$ cat config.mk
export PLATFORM = sky130hd
export DESIGN_NAME = multi_drop_bus_master
export DESIGN_NICKNAME = d
export VERILOG_FILES = /design/src/rtl/mdb_pkg.sv /design/src/rtl/mdb_fifo.sv /design/src/rtl/multi_drop_bus_master.sv
export SDC_FILE = /design/constraint.sdc
export NUM_CORES = 1
export LEC_CHECK = 0
export ABC_AREA = 1
export ABC_CLOCK_PERIOD_IN_PS = 2300
export CAP_MARGIN = 25
export CORE_AREA = 2 2 116 73
export CTS_CLUSTER_DIAMETER = 150
export CTS_CLUSTER_SIZE = 20
export DETAILED_ROUTE_END_ITERATION = 6
export DIE_AREA = 0 0 118 75
export HOLD_SLACK_MARGIN = 0.02
export PLACE_DENSITY = 0.8
export SLEW_MARGIN = 0
export SYNTH_ARGS = -nofsm -noshare
export SYNTH_HDL_FRONTEND = slang
export SYNTH_HIERARCHICAL = 1
export SYNTH_SLANG_ARGS = --single-unit
$ cat constraint.sdc
create_clock -name CLK -period 2.3 [get_ports CLK]
set_clock_uncertainty 0.1 [all_clocks]
set_input_delay 0.345 -clock CLK [delete_from_list [all_inputs] [get_ports CLK]]
set_output_delay 0.345 -clock CLK [all_outputs]
set_load 0.03 [all_outputs]
$ cat src/rtl/mdb_pkg.sv
// rtl/mdb_pkg.sv - shared EN codes, FSM states and destination helper for the bus master
package mdb_pkg;

    localparam logic [1:0] EN_NONE = 2'b00;
    localparam logic [1:0] EN_A    = 2'b01;
    localparam logic [1:0] EN_B    = 2'b10;
    localparam logic [1:0] EN_C    = 2'b11;

    typedef enum logic [1:0] {
        ST_IDLE   = 2'd0,
        ST_SETUP  = 2'd1,
        ST_STROBE = 2'd2,
        ST_HOLD   = 2'd3
    } mdb_state_e;

    // A destination that selects a real receiver register; anything else is discarded
    function automatic logic dest_is_load(input logic [1:0] dest);
        return (dest == EN_A) || (dest == EN_B) || (dest == EN_C);
    endfunction

endpackage

$ cat src/rtl/mdb_fifo.sv
// rtl/mdb_fifo.sv - request FIFO holding {dest, data} entries for the bus master
module mdb_fifo #(
    parameter int W     = 10,
    parameter int DEPTH = 4
) (
    input  logic         CLK,
    input  logic         Reset,
    input  logic         push,
    input  logic [W-1:0] wdata,
    input  logic         pop,
    output logic [W-1:0] rdata,
    output logic         full,
    output logic         empty
);

    localparam int AW = $clog2(DEPTH);

    logic [W-1:0]  mem [DEPTH];
    logic [AW-1:0] wr_ptr;
    logic [AW-1:0] rd_ptr;
    logic [AW:0]   count;
    logic          do_push;
    logic          do_pop;

    // Guard both sides so a caller can never overrun or underrun the storage
    assign do_push = push && !full;
    assign do_pop  = pop && !empty;
    assign full    = (count == (AW+1)'(DEPTH));
    assign empty   = (count == '0);
    assign rdata   = mem[rd_ptr];

    // Storage array needs no reset; only entries below count are ever read
    always_ff @(posedge CLK) begin
        if (do_push) begin
            mem[wr_ptr] <= wdata;
        end
    end

    // Pointers wrap naturally because DEPTH is a power of two
    always_ff @(posedge CLK or negedge Reset) begin
        if (!Reset) begin
            wr_ptr <= '0;
            rd_ptr <= '0;
            count  <= '0;
        end else begin
            if (do_push) wr_ptr <= wr_ptr + 1'b1;
            if (do_pop)  rd_ptr <= rd_ptr + 1'b1;
            case ({do_push, do_pop})
                2'b10:   count <= count + 1'b1;
                2'b01:   count <= count - 1'b1;
                default: count <= count;
            endcase
        end
    end

endmodule

$ cat src/rtl/multi_drop_bus_master.sv
// rtl/multi_drop_bus_master.sv - serialises buffered write requests onto Bus/EN with setup, strobe and hold
module multi_drop_bus_master
    import mdb_pkg::*;
#(
    parameter int DATA_W     = 8,
    parameter int FIFO_DEPTH = 4,
    parameter int SETUP_CYC  = 1,
    parameter int HOLD_CYC   = 1
) (
    input  logic              CLK,
    input  logic              Reset,
    input  logic [DATA_W-1:0] In_Data,
    input  logic [1:0]        In_Dest,
    input  logic              In_Valid,
    output logic              In_Ready,
    output logic [DATA_W-1:0] Bus,
    output logic              Bus_OE,
    output logic [1:0]        EN,
    output logic              Busy,
    output logic              Drop,
    output logic [7:0]        Tx_Count
);

    localparam logic [3:0] SETUP_LOAD = 4'(SETUP_CYC - 1);
    localparam logic [3:0] HOLD_LOAD  = 4'(HOLD_CYC - 1);

    mdb_state_e        state;
    mdb_state_e        state_nxt;
    logic [3:0]        cnt;
    logic [3:0]        cnt_nxt;
    logic [DATA_W-1:0] sh_data;
    logic [DATA_W-1:0] sh_data_nxt;
    logic [1:0]        sh_dest;
    logic [1:0]        sh_dest_nxt;
    logic              ready_q;
    logic              take;
    logic              push;
    logic              pop;
    logic              fifo_full;
    logic              fifo_empty;
    logic [DATA_W+1:0] fifo_rdata;
    logic [DATA_W-1:0] bus_nxt;
    logic              oe_nxt;
    logic [1:0]        en_nxt;
    logic              drop_nxt;
    logic [7:0]        tx_nxt;

    // ready_q keeps In_Ready low through reset and for the cycle before the first edge
    assign In_Ready = ready_q && !fifo_full;
    assign push     = In_Valid && In_Ready;
    assign Busy     = (state != ST_IDLE) || !fifo_empty;

    mdb_fifo #(
        .W     (DATA_W + 2),
        .DEPTH (FIFO_DEPTH)
    ) u_fifo (
        .CLK   (CLK),
        .Reset (Reset),
        .push  (push),
        .wdata ({In_Dest, In_Data}),
        .pop   (pop),
        .rdata (fifo_rdata),
        .full  (fifo_full),
        .empty (fifo_empty)
    );

    // State, timers, shadow request and all bus-facing outputs update together
    always_ff @(posedge CLK or negedge Reset) begin
        if (!Reset) begin
            state    <= ST_IDLE;
            cnt      <= '0;
            sh_data  <= '0;
            sh_dest  <= EN_NONE;
            ready_q  <= 1'b0;
            Bus      <= '0;
            Bus_OE   <= 1'b0;
            EN       <= EN_NONE;
            Drop     <= 1'b0;
            Tx_Count <= '0;
        end else begin
            state    <= state_nxt;
            cnt      <= cnt_nxt;
            sh_data  <= sh_data_nxt;
            sh_dest  <= sh_dest_nxt;
            ready_q  <= 1'b1;
            Bus      <= bus_nxt;
            Bus_OE   <= oe_nxt;
            EN       <= en_nxt;
            Drop     <= drop_nxt;
            Tx_Count <= tx_nxt;
        end
    end

    // Sequencing: fetch from IDLE or the last HOLD cycle, time SETUP/HOLD with cnt
    always_comb begin
        state_nxt   = state;
        cnt_nxt     = cnt;
        sh_data_nxt = sh_data;
        sh_dest_nxt = sh_dest;
        take        = 1'b0;
        pop         = 1'b0;
        drop_nxt    = 1'b0;
        tx_nxt      = Tx_Count;
        case (state)
            ST_IDLE: begin
                take = !fifo_empty;
            end
            ST_SETUP: begin
                if (cnt == 4'd0) state_nxt = ST_STROBE;
                else             cnt_nxt   = cnt - 4'd1;
            end
            ST_STROBE: begin
                state_nxt = ST_HOLD;
                cnt_nxt   = HOLD_LOAD;
                tx_nxt    = Tx_Count + 8'd1;
            end
            ST_HOLD: begin
                if (cnt == 4'd0) begin
                    state_nxt = ST_IDLE;
                    take      = !fifo_empty;
                end else begin
                    cnt_nxt = cnt - 4'd1;
                end
            end
            default: state_nxt = ST_IDLE;
        endcase
        if (take) begin
            pop         = 1'b1;
            sh_data_nxt = fifo_rdata[DATA_W-1:0];
            sh_dest_nxt = fifo_rdata[DATA_W+1:DATA_W];
            if (dest_is_load(fifo_rdata[DATA_W+1:DATA_W])) begin
                state_nxt = ST_SETUP;
                cnt_nxt   = SETUP_LOAD;
            end else begin
                drop_nxt  = 1'b1;
            end
        end
    end

    // Bus outputs follow the next state so they are registered with no decode glitches
    always_comb begin
        oe_nxt  = (state_nxt != ST_IDLE);
        bus_nxt = oe_nxt ? sh_data_nxt : '0;
        en_nxt  = (state_nxt == ST_STROBE) ? sh_dest_nxt : EN_NONE;
    end

endmodule
==> impl_metrics.csv <==
group,metric,value,unit
critical_path,critPathMaxFanout,3,
outcome,status,"complete, no violations",
critical_path,r2r-start,"state[0]$_DFF_PN0_",
clock_tree,htree_num_levels,3,
final_layout,nFillCells,630,
global_routing,grt_max_degree,35,
route,drt-total-wl,6850,um
final_layout,antenna_cells,0,
timing,period_share,94.3,%
clock_tree,cts_tree,"yes",
placed_design,dp_hpwl,4810,um
global_routing,grt_pass1_wl,11600,um
critical_path,critPathArrivalTime,2.30,ns
pwr,powerDensity,1390,mW/mm^2
synthesis,synth_warnings,6,
floorplan,fp.dieH,75,um
critical_path,crit_type,"reg2reg",
synthesis,synth_flop_cell,"dfrtp_1",
synthesis,synth_area,0.00379,sq mm
route,drt_iter0_drc,161,
synthesis,syn_area_per_cell,10.5,sq um
synthesis,synth_nets,386,
critical_path,cpMaxStageDelayCell,"dfrtp_1",
timing,slew_viol_final,0,
placed_design,gp_congestion,0.812,
critical_path,r2r-end,"u_fifo/count[2]$_DFFE_PN0P_",
critical_path,reg2reg_depth,14,
final_layout,drive_above_1_share,17.0,%
route,final_antenna_net_count,0,
timing,fmax,0.461,GHz
timing,setup_viol,0,
clock_tree,cts_buffer_depth,2,
synthesis,synth.distinct_cells,31,
synthesis,yosys.area.top_type_share,31.7,%
global_routing,grt_util_all_layers,17.5,%
placed_design,io_buffers,34,
global_routing,grt_pass1_vias,2476,
critical_path,cpPeakStageDelay,0.44,ns
floorplan,start_util,49.1,%
global_routing,antenna_found_initial,0,
floorplan,rows,25,
synthesis,ys_ff_latch,84,
job,maxCapViolCount,0,
route,drc_errors,0,
pwr,power.leakage,2.17,nW
worst_hold_path,worst_hold_path_type,"reg2reg",
worst_hold_path,min-delay-start,"Tx_Count[7]$_DFFE_PN0N_",
clock_tree,cts_inserted_buffers,9,
floorplan,io_pins,35,
pwr,ir_worst_vdd,0.546,mV
route,avgRoutedWirePerCell,13.0,um
timing,slew_headroom,63.3,%
timing,worstMarginPinSlew,0.550,ns
clock_tree,clock_latency,0.34,ns
synthesis,synthMostInstantiatedCell,"nand2_1",
pwr,finalPower,6.46,mW
critical_path,cp_common_cell,"nand2_1",
synthesis,synthArstFlopShare,52.4,%
worst_hold_path,min_to,"Tx_Count[7]$_DFFE_PN0N_",
critical_path,end_kind,"flip-flop",
critical_path,required,2.43,ns
timing,finalCriticalPeriod,2.17,ns
final_layout,nets,439,
synthesis,synth_top_area_cell,"edfxtp_1",
final_layout,utilization,60.1,%
route,vias,2482,
clock_tree,cts.sinks,84,
synthesis,postSynthCellCount,360,
critical_path,path_cells,"inv_2 > ha_4 > nor2_4 > nand2_4 > inv_2 > nand2_2 > inv_1 > ha_1 > inv_1 > fa_2 > nand2_1 > nand3_1 > nand2_1 > nand2_1",
synthesis,ys_seq_area_share,60.7,%
floorplan,die_x,118,um
synthesis,synth_edf_count,40,
timing,final-hold-violation-count,0,
clock_tree,cts_root_buffer,"clkbuf_16",
route,vias_per_cell,4.72,
floorplan,fp.dieArea,0.00885,sq mm
global_routing,grt-ovfl-total,0,
synthesis,synth.area.top_cells,"edfxtp_1, dfrtp_1, nand2_1",
route,drtPass1Iterations,5,
placed_design,pre_cts_ws,0.000301,ns
critical_path,r2r_slack,0.13,ns
critical_path,cp-start-kind,"flip-flop",
final_layout,area_growth_syn_to_layout,22.6,%
clock_tree,clkTransAtPathRegs,0.06,ns
floorplan,core,0.00773,sq mm
timing,final.setup.worst_slack,0.132,ns
timing,finalSetupTns,0,ns
worst_hold_path,holdPathStages,1,
synthesis,yosys-top-cells-count,"nand2_1, inv_1, dfrtp_1",
stage by stage:
step                      instances  hold WS [ns]  instance area (sq um)
final                           526         0.384                   4650
after global routing            526         0.397                   4650
after CTS                       523         0.375                   4590
after detailed placement        505         0.262                   4290
after global placement          505         0.258                   4290
after floorplan                 360       -0.0506                   3810
layout by cell type (no fill, tap or decap), types with 10 or more instances in the layout:
cell	count
clkdlybuf4s50_1	32
buf_4	14
nor2_1	20
dfrtp_1	44
inv_1	67
inv_2	10
o211ai_1	14
nand3_1	11
nand2_1	80
edfxtp_1	40
logic make-up after synthesis:
| logic type | Yosys count | share of synthesized area [%] |
|---|---|---|
| AND/OR/NAND/NOR | 132 | 15.4 |
| buffers and inverters | 85 | 9.80 |
| flip-flops | 84 | 60.7 |
| AO/OA/AOI/OAI | 36 | 7.43 |
| adder cells (fa/ha/maj) | 13 | 4.49 |
| XOR/XNOR | 9 | 2.08 |
| other | 1 | 0.0989 |
layer usage:
metal  GRT usage [%]  vias up  wire [um]
met1            22.1     1166       3080
met3            7.12        7        577
met4            4.02        0         61
li1                -     1240          -
met5               0        -          0
met2            29.1       69       3130
critical path: cells and delay by family, from the launching register on:
| kind | cells | cell delay [ns] |
|---|---|---|
| buf+inv | 4 | 0.27 |
| flops | 1 | 0.44 |
| simple gates | 7 | 0.51 |
| fa+ha+maj | 3 | 0.73 |
power by group:
| part | internal (mW) | switching (mW) |
|---|---|---|
| combinational | 1.09 | 1.83 |
| sequential | 2.00 | 0.221 |
| clock | 0.755 | 0.567 |
| total | 3.84 | 2.62 |
final cells by class:
class / instances / area, sq um / area share, %
repair buffers: 50 / 469 / 10.1
inverters: 77 / 289 / 6.22
clock buffers: 10 / 239 / 5.14
multi-input cells: 191 / 1170 / 25.2
well taps: 108 / 135 / 2.91
flip-flops and latches: 84 / 2300 / 49.5
clock inverters: 6 / 40.0 / 0.862
registers in the layout, summed over array words and instances (netlist names):
signal,count
u_fifo/mem,40
Bus,8
Tx_Count,8
sh_data,8
cnt,4
u_fifo/count,3
EN,2
sh_dest,2
state,2
u_fifo/rd_ptr,2
u_fifo/wr_ptr,2
Bus_OE,1
Drop,1
ready_q,1
worst max-delay path by stage:
stage                       start                     endpoint  slack, ns  cells after the start
2_1_floorplan  state[0]$_DFF_PN0_  u_fifo/count[2]$_DFFE_PN0P_       0.01                     15
3_3_place_gp   state[0]$_DFF_PN0_  u_fifo/count[2]$_DFFE_PN0P_        0.1                     14
3_5_place_dp     cnt[0]$_DFF_PN0_  u_fifo/count[2]$_DFFE_PN0P_     0.0003                     15
4_1_cts          cnt[0]$_DFF_PN0_  u_fifo/count[2]$_DFFE_PN0P_      0.005                     15
5_1_grt        state[0]$_DFF_PN0_  u_fifo/count[2]$_DFFE_PN0P_      -0.03                     14
6_report       state[0]$_DFF_PN0_  u_fifo/count[2]$_DFFE_PN0P_       0.13                     14
what timing repair did:
| action | CTS | global route |
|---|---|---|
| setup buffers | 1 | 3 |
| pin swaps | 0 | 5 |
| hold endpoints to repair | 22 | 0 |
| resized for setup | 2 | 11 |
| endpoints found under the setup margin | 2 | 2 |
| hold buffers | 1 | 0 |
Power figures use the tool's default switching activity.
